<file path="src/rtl/seg7_reader.sv">
// seg7_reader: samples four active-low seven-segment digit buses, waits for
// the bundle to stay unchanged for STABLE_CYCLES further edges, then decodes
// it and presents the value through a valid/ready handshake. A value is
// reported once. The bundle must change before it can be reported again.
module seg7_reader #(
   parameter int unsigned STABLE_CYCLES = 4
) (
   input  logic        i_clk,
   input  logic        i_reset,
   input  logic [6:0]  i_hex0,
   input  logic [6:0]  i_hex1,
   input  logic [6:0]  i_hex2,
   input  logic [6:0]  i_hex3,
   input  logic        i_ready,
   output logic        o_valid,
   output logic [15:0] o_value,
   output logic [3:0]  o_digit_err,
   output logic [7:0]  o_err_count
);

   // Counter wide enough to hold STABLE_CYCLES (at least one bit for S=0)
   localparam int CNT_W = (STABLE_CYCLES < 1) ? 1 : $clog2(STABLE_CYCLES + 1);
   localparam logic [CNT_W-1:0] CNT_MAX = CNT_W'(STABLE_CYCLES);

   localparam logic [27:0] BLANK_BUNDLE = {4{7'h7F}};

   localparam logic [1:0] ST_WAIT        = 2'd0;
   localparam logic [1:0] ST_PRESENT     = 2'd1;
   localparam logic [1:0] ST_WAIT_CHANGE = 2'd2;

   logic [1:0]       state_q, state_d;
   logic [CNT_W-1:0] cnt_q, cnt_d;
   logic [27:0]      hist_q, hist_d;
   logic [27:0]      cap_q, cap_d;
   logic             valid_q, valid_d;
   logic [15:0]      value_q, value_d;
   logic [3:0]       derr_q, derr_d;
   logic [7:0]       errcnt_q, errcnt_d;

   logic [27:0]      sample;
   logic [CNT_W-1:0] cnt_tracked;
   logic [15:0]      dec_value;
   logic [3:0]       dec_err;

   // Returns {illegal, nibble}; anything outside the sixteen glyphs is
   // illegal and decodes to nibble 0.
   function automatic logic [4:0] decode_glyph(input logic [6:0] g);
      logic [4:0] r;
      case (g)
         7'h40:   r = 5'h00;
         7'h79:   r = 5'h01;
         7'h24:   r = 5'h02;
         7'h30:   r = 5'h03;
         7'h19:   r = 5'h04;
         7'h12:   r = 5'h05;
         7'h02:   r = 5'h06;
         7'h78:   r = 5'h07;
         7'h00:   r = 5'h08;
         7'h10:   r = 5'h09;
         7'h08:   r = 5'h0A;
         7'h03:   r = 5'h0B;
         7'h46:   r = 5'h0C;
         7'h21:   r = 5'h0D;
         7'h06:   r = 5'h0E;
         7'h0E:   r = 5'h0F;
         default: r = 5'h10;
      endcase
      return r;
   endfunction

   // Decode all four digits of the current sample
   always_comb begin
      sample    = {i_hex3, i_hex2, i_hex1, i_hex0};
      dec_value = '0;
      dec_err   = '0;
      for (int k = 0; k < 4; k++) begin
         {dec_err[k], dec_value[4*k +: 4]} = decode_glyph(sample[7*k +: 7]);
      end
   end

   // Stability tracking: count consecutive repeats of the sample, saturating
   always_comb begin
      if (sample == hist_q) begin
         cnt_tracked = (cnt_q == CNT_MAX) ? cnt_q : cnt_q + CNT_W'(1);
      end else begin
         cnt_tracked = '0;
      end
   end

   // Next-state logic for the capture / present / wait-for-change sequence
   always_comb begin
      state_d  = state_q;
      cnt_d    = cnt_tracked;
      hist_d   = sample;
      cap_d    = cap_q;
      valid_d  = valid_q;
      value_d  = value_q;
      derr_d   = derr_q;
      errcnt_d = errcnt_q;
      case (state_q)
         ST_WAIT: begin
            if (cnt_tracked == CNT_MAX) begin
               state_d = ST_PRESENT;
               valid_d = 1'b1;
               value_d = dec_value;
               derr_d  = dec_err;
               cap_d   = sample;
               if ((|dec_err) && (errcnt_q != 8'hFF)) begin
                  errcnt_d = errcnt_q + 8'd1;
               end
            end
         end
         ST_PRESENT: begin
            // Outputs hold; the counter keeps following the inputs
            if (i_ready) begin
               state_d = ST_WAIT_CHANGE;
               valid_d = 1'b0;
            end
         end
         ST_WAIT_CHANGE: begin
            // Compare against what was reported, not against the history,
            // so a bundle that changed during PRESENT still leaves here.
            if (sample != cap_q) begin
               state_d = ST_WAIT;
               cnt_d   = '0;
            end
         end
         default: begin
            state_d = ST_WAIT;
            valid_d = 1'b0;
            cnt_d   = '0;
         end
      endcase
   end

   // State registers with synchronous reset
   always_ff @(posedge i_clk) begin
      if (i_reset) begin
         state_q  <= ST_WAIT;
         cnt_q    <= '0;
         hist_q   <= BLANK_BUNDLE;
         cap_q    <= BLANK_BUNDLE;
         valid_q  <= 1'b0;
         value_q  <= '0;
         derr_q   <= '0;
         errcnt_q <= '0;
      end else begin
         state_q  <= state_d;
         cnt_q    <= cnt_d;
         hist_q   <= hist_d;
         cap_q    <= cap_d;
         valid_q  <= valid_d;
         value_q  <= value_d;
         derr_q   <= derr_d;
         errcnt_q <= errcnt_d;
      end
   end

   assign o_valid     = valid_q;
   assign o_value     = value_q;
   assign o_digit_err = derr_q;
   assign o_err_count = errcnt_q;

endmodule
</file>
<file path="config.mk">
export PLATFORM = sky130hd
export DESIGN_NAME = seg7_reader
export DESIGN_NICKNAME = d
export VERILOG_FILES = /design/src/rtl/seg7_reader.sv
export SDC_FILE = /design/constraint.sdc
export NUM_CORES = 1
export LEC_CHECK = 0
export ABC_CLOCK_PERIOD_IN_PS = 2600
export BUFFER_PORTS_ARGS = -buffer_cell sky130_fd_sc_hd__buf_2
export CAP_MARGIN = 20
export CORE_MARGIN = 1
export CORE_UTILIZATION = 55
export CTS_CLUSTER_DIAMETER = 100
export DETAILED_ROUTE_END_ITERATION = 7
export PLACE_DENSITY = 0.76
export SYNTH_ARGS = -nofsm -noshare
export SYNTH_HDL_FRONTEND = slang
export SYNTH_SLANG_ARGS = --single-unit
</file>
<file path="constraint.sdc">
create_clock -name i_clk -period 2.6 [get_ports i_clk]
set_input_delay 0.13 -clock i_clk [delete_from_list [all_inputs] [get_ports i_clk]]
set_output_delay 0.13 -clock i_clk [all_outputs]
set_load 0.1 [all_outputs]
</file>
# Word level (Yosys, flattened, before mapping)
# Cells that the tools add are included.
# W data, S select, Z words.
[word_totals] ff_bits=90 input_bits=31 out_inout_bits=29
[op_classes] add_sub_neg=2 eq_ne=70 n_mux=15 n_bitwise=1 reduce_logical=12
[op_table] op="$pmux W5 S16" count=4
[op_table] op="$eq A7 B7 Y1 const B" count=16
[op_table] op="$eq A7 B5 Y1 const B" count=12
[op_table] op="$eq A7 B6 Y1 const B" count=12
[op_table] op="$eq A7 B2 Y1 const B" count=8
[op_table] op="$eq A7 B4 Y1 const B" count=8
[op_table] op="$eq A28 B28 Y1" count=1
[op_table] op="$eq A7 B3 Y1 const B" count=4
[op_table] op="$logic_not A7 Y1" count=4
[op_table] op="$ne A28 B28 Y1" count=1
[op_table] op="$mux W3" count=3
[op_table] op="$reduce_and A3 Y1" count=3
[op_table] op="$add A8 B1 Y8 const B" count=1
[op_table] op="$ne A8 B8 Y1 const B" count=1
[op_table] op="$eq A3 B3 Y1 const B" count=2
[op_table] op="$mux W2" count=3
[op_table] op="$ne A2 B2 Y1 const B" count=3
[op_table] op="$pmux W2 S3" count=1
[op_table] op="$pmux W3 S2" count=1
[op_table] op="$reduce_or A4 Y1" count=1
[op_table] op="$add A3 B1 Y3 const B" count=1
[op_table] op="$pmux W1 S3" count=1
[op_table] op="$eq A2 B1 Y1 const B" count=1
[op_table] op="$eq A2 B2 Y1 const B" count=1
[op_table] op="other kinds (6)" count=7

# Logic depth before layout (Yosys ltp)
# Gate-level depths: netlist (run 1).
[depth] ltp_word=6 depth_mapped=12

# Worst setup path before layout (run 1)
# OpenSTA, ideal clock, no wires.
[synth_timing] path_kind="register to register" start="register errcnt_q[0] (netlist: o_err_count[0])" end="register errcnt_q[6] (netlist: o_err_count[6])" setup_ns=0.071 arrival_ns=2.237 required_time_ns=2.529 slack_ns=0.292 stages_incl_launch_ff=6 n_path_buf=0 synth_period_minus_slack_ns=2.308 path_cell_list="dfxtp_1 ha_1 and3_1 nand3_1 or4_1 a21oi_1"
[synth_between] elab_chain_len=3
[synth_lines] item="start: declaration" line="38" text="logic [7:0] errcnt_q, errcnt_d;"
[synth_lines] item="start signal: assignment" line="155" text="errcnt_q <= errcnt_d;"
[synth_lines] item="branches (longest 3 deep; another with $add A8 B1 Y8)"
# Parallel ways; which one is timed is not known.
# A chain may end at the register's enable or synchronous reset.

# Final worst setup path (run 1)
[layout_timing] start="register hist_q[14]" end="register errcnt_q[5] (netlist: o_err_count[5])"
[layout_between] elab_chain_len=4
[layout_lines] item="start: declaration" line="33" text="logic [27:0] hist_q, hist_d;"
[layout_lines] item="start signal: assignment" line="150" text="hist_q <= hist_d;"
[layout_lines] item="$eq A28 B28 Y1" line="83" text="if (sample == hist_q) begin"
[layout_lines] item="$mux W3" line="83"
[layout_lines] item="$eq A3 B3 Y1" line="102" text="if (cnt_tracked == CNT_MAX) begin"
[layout_lines] item="$reduce_and A3 Y1 (no line)"
# No other way between the ends.

==> results of run 1 <==
-- stage by stage --
step                      total power [µW]  hold slack (ns)    util  instances
after global placement                1761           0.4334  0.6015        724
after detailed placement              1768           0.4390  0.6015        724
final                                 2722          0.07105  0.6246        739
after floorplan                       1694           0.2967       -        606
after global routing                  2825          0.07312  0.6246        739
after CTS                             2737          0.06174  0.6246        739
-- state kept, by name, indices dropped and copies added (netlist names) --
name,count
o_value,16
state_q,2
o_valid,1
cap_q,28
cnt_q,3
o_err_count,8
o_digit_err,4
hist_q,28
-- worst register-to-register path, stage by stage (launching register included) --
cell      delay, ns
dfxtp_1        0.31
xnor2_1        0.22
nand4_1        0.18
nor4_4         0.43
and4bb_4       0.36
nand2_4        0.10
or4_1          0.47
a21oi_1        0.15
-- cell usage in the layout (no fill, tap or decap), types with 3 or more instances in the layout --
master	synthesis	layout
dfxtp_1	90	90
and3_1	6	6
nand3b_1	5	5
buf_2	29	59
nand4b_1	5	5
nor2b_1	7	7
mux2i_1	30	30
ha_1	3	3
nor3_1	15	15
inv_1	9	9
a31oi_1	5	5
a32oi_1	3	3
nand3_1	12	12
or2_2	27	27
buf_4	6	6
clkbuf_8	0	12
a21oi_1	23	23
nand4_1	18	18
o31ai_1	9	9
or4_1	10	10
nor4_1	15	15
xor2_1	26	26
o22ai_1	3	3
or3_1	3	3
o211a_1	3	3
o211ai_1	4	4
a22o_1	3	3
a211oi_1	15	15
o21ai_0	20	20
xnor2_1	32	32
nand2b_1	11	11
nor2_1	42	42
nand2_1	57	57
nor3b_1	5	5
-- cells in the mapped netlist (7+ instances only) --
| master | number |
|---|---|
| xnor2_1 | 32 |
| nor2_1 | 42 |
| nor2b_1 | 7 |
| a211oi_1 | 15 |
| clkbuf_1 | 17 |
| o21ai_0 | 20 |
| nor3_1 | 15 |
| a21oi_1 | 23 |
| or4_1 | 10 |
| nor4_1 | 15 |
| buf_2 | 29 |
| inv_1 | 9 |
| o31ai_1 | 9 |
| xor2_1 | 26 |
| nand3_1 | 12 |
| mux2i_1 | 30 |
| nand2b_1 | 11 |
| nand2_1 | 57 |
| nand4_1 | 18 |
| or2_2 | 27 |
| dfxtp_1 | 90 |
-- how the worst max path moves through the flow --
stage              startpoint             end  slack (ns)  cells past startpoint
2_1_floorplan  o_err_count[0]  o_err_count[6]        0.29                      5
3_3_place_gp        i_hex1[3]  o_err_count[3]        0.16                     10
3_5_place_dp        i_hex2[0]  o_err_count[7]        0.10                      9
4_1_cts            hist_q[14]  o_err_count[7]        0.34                      7
5_1_grt            hist_q[14]  o_err_count[7]        0.18                      7
6_report           hist_q[14]  o_err_count[5]        0.32                      7
-- final cells by class --
class | instances | area (µm²) | area share
clock inverters | 2 | 35.03 | 0.006339
clock buffers | 13 | 168.9 | 0.03056
repair buffers | 66 | 360.3 | 0.06520
well taps | 108 | 135.1 | 0.02445
inverters | 10 | 37.54 | 0.006792
multi-input cells | 450 | 2988 | 0.5406
flip-flops and latches | 90 | 1802 | 0.3260
-- metal layers --
| metal | share of wire | up-vias | wire (µm) | track usage |
|---|---|---|---|---|
| li1 | - | 2202 | - | - |
| met1 | 0.47 | 2104 | 5430 | 0.3342 |
| met2 | 0.47 | 137 | 5391 | 0.3982 |
| met3 | 0.052 | 15 | 604 | 0.04009 |
| met4 | 0.014 | 0 | 164 | 0.07463 |
| met5 | 0 | - | 0 | 0 |
-- power by group --
group / internal, µW / switching, µW / total, µW
logic: 120 / 210 / 330
registers: 1400 / 9.23 / 1410
clock network: 518 / 465 / 982
-- kinds of logic (layout without fill, tap and decap cells) --
group,Yosys count,count (layout),synth area share
AO/OA/AOI/OAI,105,105,0.1389
multiplexers,30,30,0.05878
buffers and inverters,66,91,0.06318
flip-flops,90,90,0.3527
XOR/XNOR,58,58,0.09944
adder cells (fa/ha/maj),3,3,0.007348
AND/OR/NAND/NOR,254,254,0.2797
==> results.cfg, run 1 <==
[clocking]
cts_sinks = 90
cts_tree = done
clk_latency_ns = 0.35
cts.hold.buffers_added = 0
cts.clk_slew.worst_paths_ns = 0.09
htreeDepth = 3
numCtsBuffers = 9
cts_resized = 0
clockBufferDepth = 2
post_cts.repair.setup_buffers = 0
cts-root-buf = clkbuf_8

[worst_setup_path]
r2r_setup_slack_ns = 0.32
critPathBufInv = 0
regToRegEndpoint = o_err_count[5]
worstPathCellList = xnor2_1 > nand4_1 > nor4_4 > and4bb_4 > nand2_4 > or4_1 > a21oi_1
crit_path_max_fanout = 10
required_ns = 2.89
critPathSlowestCell = or4_1
critPathMaxStageDelay_ns = 0.47
crit_family = simple AND/OR/NAND/NOR gates
crit_type = reg2reg
endpoint_kind = flip-flop
start_kind = flip-flop
cp_data_arrival_time_ns = 2.56
r2r_start = hist_q[14]
reg2regPathDepth = 7

[sta]
tightest_slew_ns = 0.6969
drv_slew = 0
setup_viol = 0
clock_skew_ns = 0.01116
slew_headroom = 0.5311
period_share = 0.8755
hold_viol = 0
fin_crit_ns = 2.276
fmax_mhz = 439.3
rsz0062_at_grt = no
worst_slack_ns = 0.3236
fin_setup_tns_ns = 0

[global_routing]
grt_usage = 0.2449
grt_pass1_vias = 3846
overflow = 0
grt_max_degree = 53
grt_pass1_wl_mm = 19.10
antenna_found_initial = 0

[power_and_ir_drop]
irDropWorstVdd_mv = 0.2283
p_per_area_nw_per_um2 = 492.5
leakagePower_uw = 0.002013

[worst_hold_path]
hp-class = in2reg
min_from = i_ready
hold_depth = 3
holdPathEnd = state_q[0]

[die]
io_pins = 60
core-area_um2 = 8848
die_w_um = 98.38
start_util = 0.5773
die_h_um = 98.38
die_area_um2 = 9678
fp-row-count = 34

[synth]
synthesis.instances = 606
synth_top_area_share = 0.3527
synth-edff-count = 0
async_flop_share = 0
yosys.area.top_type = dfxtp_1
ys_top_cells_by_area = dfxtp_1, mux2i_1, xnor2_1
synthFlopType = dfxtp_1
yosysWarnings = 0
syn_nets = 640
synth.avg_cell_area_um2 = 8.430
yosysSeqAreaShare = 0.3527
synth-seq-cells = 90
syn_area_um2 = 5109
synth_cell_types = 64

[placed_design]
hpwl_mm = 7.990
port_buffers = 59
place_ws_ns = 0.1046
gp_congestion = 0.8573
placed_cell_area_um2 = 5323

[finish]
fin_area_um2 = 5527
drive_gt1_frac = 0.1838
diodes = 0
fin_nets = 661
area_growth_pct = 8.180
n_fill_cell = 770

[flow_run]
drv_cap = 0

[detailed_routing]
viasPerCell = 6.032
vias = 4458
wl_mm = 11.59
ant_nets = 0
drt-initial-drc-count = 186
routedWlPerCell_um = 15.68
first_pass_iters = 8
drc = 5

[status]
status = finished with violations
violations = design-rule violations
(Power assumes the default switching activity.)
==> inputs of run 2 (changes only) <==
--- a/config.mk
+++ b/config.mk
@@ -6,13 +6,13 @@
 export NUM_CORES = 1
 export LEC_CHECK = 0
 export ABC_CLOCK_PERIOD_IN_PS = 2600
-export BUFFER_PORTS_ARGS = -buffer_cell sky130_fd_sc_hd__buf_2
 export CAP_MARGIN = 20
 export CORE_MARGIN = 1
 export CORE_UTILIZATION = 55
 export CTS_CLUSTER_DIAMETER = 100
 export DETAILED_ROUTE_END_ITERATION = 7
-export PLACE_DENSITY = 0.76
+export DONT_BUFFER_PORTS = 1
+export PLACE_DENSITY = 0.7
 export SYNTH_ARGS = -nofsm -noshare
 export SYNTH_HDL_FRONTEND = slang
 export SYNTH_SLANG_ARGS = --single-unit
==> run 2 against run 1 <==
Effect of this change: the run still ends with design-rule violations left; sequential power barely moved; register-to-register slack got worse by 0.11 ns; combinational power down 19%; via count up 0.56%; first-iteration DRC count grew 36%; core utilization increased by 2.2 points; cell area up 3.6%; final cell count unchanged; routed wire length grew 10%; die area did not move; count of clock-buffer cells in the layout decreased by 4.
==> results.cfg, run 2 (synthesis gave the netlist of run 1 again) <==
[finish]
fin_nets = 660
n_fill_cell = 736
multi_input_area_um2 = 2988
layout_commonest_cell = dfxtp_1
area_growth_pct = 12.07
drive_gt1_frac = 0.1379
final_cell_mix = dfxtp_1, nand2_1, nor2_1
seqCellArea_um2 = 1802
diodes = 0
fin_area_um2 = 5725

[sta]
setup_viol = 0
fin_setup_tns_ns = 0
fin_crit_ns = 2.385
tightest_slew_ns = 0.7582
fmax_mhz = 419.3
hold_viol = 0
period_share = 0.9172
clock_skew_ns = 0.01497
drv_slew = 0
worst_slack_ns = 0.2152
slew_headroom = 0.4906
rsz0062_at_grt = no

[placed_design]
place_ws_ns = 0.2349
port_buffers = 0
gp_congestion = 0.8678
hpwl_mm = 7.892
placed_cell_area_um2 = 5230

[die]
io_pins = 60
start_util = 0.5773
fp-row-count = 34
core-area_um2 = 8848
die_w_um = 98.38
die_area_um2 = 9678
die_h_um = 98.38

[clocking]
numCtsBuffers = 9
clockBufferDepth = 2
cts-root-buf = clkbuf_8
clk_latency_ns = 0.36
cts_sinks = 90
cts.clk_slew.worst_paths_ns = 0.10
cts_tree = done
htreeDepth = 3

[worst_setup_path]
critPathBufInv = 1
worstPathCellList = inv_1 > ha_1 > nor3b_1 > o31ai_1 > and4bb_4 > nand2_4 > or4_1 > a21oi_1
critPathMaxStageDelay_ns = 0.49
regToRegEndpoint = o_err_count[7]
crit_family = simple AND/OR/NAND/NOR gates
cp_data_arrival_time_ns = 2.68
endpoint_kind = flip-flop
reg2regPathDepth = 8
crit_type = reg2reg
crit_path_max_fanout = 12
startpoint = cnt_q[0]
r2r_start = cnt_q[0]
r2r_setup_slack_ns = 0.22
required_ns = 2.90
worstSetupPathDepth = 8
endpoint = o_err_count[7]
critPathSlowestCell = and4bb_4
start_kind = flip-flop

[detailed_routing]
drc = 4
viasPerCell = 6.066
ant_nets = 0
drt-initial-drc-count = 253
vias = 4483
first_pass_iters = 8
routedWlPerCell_um = 17.26
wl_mm = 12.76

[power_and_ir_drop]
irDropWorstVdd_mv = 0.2342
leakagePower_uw = 0.001999
finalPower_uw = 2556
p_per_area_nw_per_um2 = 446.5

[global_routing]
antenna_found_initial = 0
grt_usage = 0.2745
grt_max_degree = 53
overflow = 0
grt_pass1_vias = 4276
grt_pass1_wl_mm = 21.31

[worst_hold_path]
hp-class = in2reg

[status]
violations = design-rule violations
status = finished with violations

[flow_run]
drv_cap = 0
-- run 2: cell count changes in the layout (fill, tap and decap cells not counted), moves of 2 or more --
cell	previous run	this run
buf_2	59	0
dlygate4sd3_1	0	30
buf_4	6	33
clkbuf_8	12	9
inv_6	0	3
clkinvlp_4	0	2
-- run 2: how the worst min path moves through the flow --
stage	startpoint	cells past startpoint	slack (ns)	endpoint
3_5_place_dp	i_reset	1	0.21	state_q[1]
3_3_place_gp	i_reset	1	0.20	state_q[1]
6_report	i_hex1[6]	2	0.02	o_value[4]
4_1_cts	i_hex1[6]	2	0.009	o_value[4]
2_1_floorplan	i_ready	2	0.30	state_q[1]
5_1_grt	i_hex1[6]	2	0.01	o_value[4]
-- run 2: power breakdown --
part | switching [µW] | internal, µW
clock | 524 | 354
combinational | 129 | 139
sequential | 9.88 | 1400
-- run 2: layer usage --
layer  vias up  global-route usage  wire length [µm]
li1       2204                   -                 -
met1      2138              0.3695              5910
met2       125              0.4496              6058
met3        16             0.04581               605
met4         0             0.08726               181
met5         -                   0                 0
-- run 2: timing repair --
action / in CTS / in global routing
setup buffers: 0 / 0
resized for setup: 0 / 0
hold endpoints to repair: 80 / 0
hold buffers: 31 / 0
-- run 2: cell type report --
type                    count  area share
clock buffers               9     0.02163
clock inverters             7    0.008960
inverters                  10    0.006556
multi-input cells         450      0.5219
flip-flops and latches     90      0.3147
well taps                 108     0.02360
repair buffers             65      0.1027
-- run 2: metrics by stage --
step           hold slack (ns)  cells    util
5_1_grt                0.01366    739  0.6471
2_1_floorplan           0.2967    606       -
3_5_place_dp            0.2053    692  0.5911
3_3_place_gp            0.2042    692  0.5911
4_1_cts               0.008965    739  0.6471
6_report               0.02482    739  0.6471
==> inputs of run 3 (changes only) <==
--- a/config.mk
+++ b/config.mk
@@ -5,7 +5,7 @@
 export SDC_FILE = /design/constraint.sdc
 export NUM_CORES = 1
 export LEC_CHECK = 0
-export ABC_CLOCK_PERIOD_IN_PS = 2600
+export ABC_CLOCK_PERIOD_IN_PS = 2700
 export CAP_MARGIN = 20
 export CORE_MARGIN = 1
 export CORE_UTILIZATION = 55
==> constraint.sdc (replaced) <==
create_clock -name i_clk -period 2.7 [get_ports i_clk]
set_input_delay 0.135 -clock i_clk [delete_from_list [all_inputs] [get_ports i_clk]]
set_output_delay 0.135 -clock i_clk [all_outputs]
set_load 0.1 [all_outputs]
==> run 3 against run 2 <==
Effect of this change: clock power rose by 17%; the flow still finishes with violations (design-rule violations); largest power group unchanged; clock skew fell by 0.0052 ns; sequential cell count unchanged; worst hold slack about the same; sequential power is 4% lower; critical path type is now in2reg; first-iteration DRC count shrank 21%; setup slack improved by 0.075 ns; final cell count is 0.27% lower.
==> results.cfg, run 3 (synthesis gave the netlist of run 1 again) <==
[status]
status = finished with violations
violations = design-rule violations

[detailed_routing]
drt-initial-drc-count = 201
viasPerCell = 6.130
routedWlPerCell_um = 17.45
ant_nets = 0
first_pass_iters = 8
drc = 4
vias = 4518
wl_mm = 12.86

[sta]
drv_slew = 0
fin_crit_ns = 2.410
tightest_slew_ns = 0.9565
fin_setup_tns_ns = 0
period_share = 0.8926
rsz0062_at_grt = no
hold_viol = 0
clock_skew_ns = 0.009729
setup_viol = 0
fmax_mhz = 414.9
slew_headroom = 0.3615

[global_routing]
grt_pass1_vias = 4225
antenna_found_initial = 0
overflow = 0
grt_pass1_wl_mm = 21.11
grt_max_degree = 53
grt_usage = 0.2749

[clocking]
cts_tree = done
cts_sinks = 90
cts-root-buf = clkbuf_8
clockBufferDepth = 2
cts_resized = 0
post_cts.repair.setup_buffers = 0
htreeDepth = 3
clk_latency_ns = 0.36
numCtsBuffers = 9
cts.clk_slew.worst_paths_ns = 0.09

[flow_run]
drv_cap = 0

[die]
die_h_um = 98.38
fp-row-count = 34
io_pins = 60
core-area_um2 = 8848
start_util = 0.5773
die_area_um2 = 9678
die_w_um = 98.38

[power_and_ir_drop]
comb_power_share = 0.098
switching_share = 0.2343
p_int_uw = 2030
power_frac_seq = 0.512
p_clk_frac = 0.390
p_switching_uw = 621.3
leakagePower_uw = 0.002013
irDropWorstVdd_mv = 0.3339
p_per_area_nw_per_um2 = 460.3
finalPower_uw = 2652

[worst_setup_path]
worstPathCellList = dlygate4sd3_1 > inv_1 > o32ai_1 > o2bb2ai_1 > nor4_1 > nor4_4 > or4_1 > a21oi_1
crit_family = simple AND/OR/NAND/NOR gates
crit_path_max_fanout = 16
start_kind = primary input
crit_type = in2reg
critPathMaxStageDelay_ns = 0.61
critPathBufInv = 2
required_ns = 2.99
critPathSlowestCell = nor4_1
endpoint_kind = flip-flop
cp_data_arrival_time_ns = 2.70

[placed_design]
hpwl_mm = 8.025
port_buffers = 0
gp_congestion = 0.8648

[finish]
final_cell_mix = dfxtp_1, nand2_1, nor2_1
drive_gt1_frac = 0.1367
area_growth_pct = 12.76
diodes = 0
fin_nets = 658
layout_commonest_cell = dfxtp_1

[worst_hold_path]
hp-class = in2reg
==> run 3: power groups by stage <==
stage	Combinational, µW	Clock, µW	Sequential (µW)
after floorplan	244	0	1390
after global placement	194	0	1390
after detailed placement	198	0	1390
after CTS	258	1060	1360
after global routing	283	1110	1360
final	261	1030	1360
==> run 3: path summary, 6_finish.rpt <==
kind                            startpoint              to  slack (ns)  depth (start not counted)
worst min-delay path             i_hex1[6]      o_value[4]        0.02                          2
worst max register to register    cnt_q[0]  o_err_count[7]        0.31                          8
worst max-delay path             i_hex1[4]  o_err_count[7]        0.29                          8
worst min register to register   cap_q[12]       cap_q[12]        0.50                          2
==> run 3: worst reg2reg max path, stage by stage, from the launching register on <==
cell and delay [ns]:
dfxtp_1 0.39, inv_1 0.08, ha_1 0.30, nor3_1 0.22, o31ai_1 0.15, and4bb_4 0.43
nand2_4 0.10, or4_1 0.49, a21oi_1 0.17
==> run 3: per-layer routing <==
| metal | GRT usage | vias to the layer above | wire (µm) |
|---|---|---|---|
| met4 | 0.09300 | 0 | 347 |
| met1 | 0.3609 | 2119 | 5698 |
| met3 | 0.05870 | 39 | 826 |
| met2 | 0.4491 | 169 | 5989 |
| li1 | - | 2191 | - |
| met5 | 0 | - | 0 |
==> run 3: final cells by class <==
| type | instances | area, µm² |
|---|---|---|
| clock buffers | 10 | 137.6 |
| clock inverters | 6 | 90.09 |
| fillers | 759 | 3088 |
| inverters | 10 | 37.54 |
| multi-input cells | 450 | 2988 |
| flip-flops and latches | 90 | 1802 |
| well taps | 108 | 135.1 |
| repair buffers | 63 | 570.5 |
==> run 3: metrics by stage <==
step	util	cell area [µm²]	instances	hold WS (ns)	setup slack (ns)
after global placement	0.5902	5223	691	0.2091	0.3708
after global routing	0.6510	5761	737	0.02344	0.1716
final	0.6510	5761	737	0.02482	0.2899
after floorplan	-	5109	606	0.3017	0.3921
after detailed placement	0.5902	5223	691	0.2097	0.2620
after CTS	0.6510	5761	737	0.009387	0.3779
==> run 3: timing repair <==
| action | 4_1_cts | 5_1_grt |
|---|---|---|
| setup endpoints to repair | 0 | 0 |
| hold buffers | 30 | 0 |
| endpoints found under the hold margin | 80 | 0 |
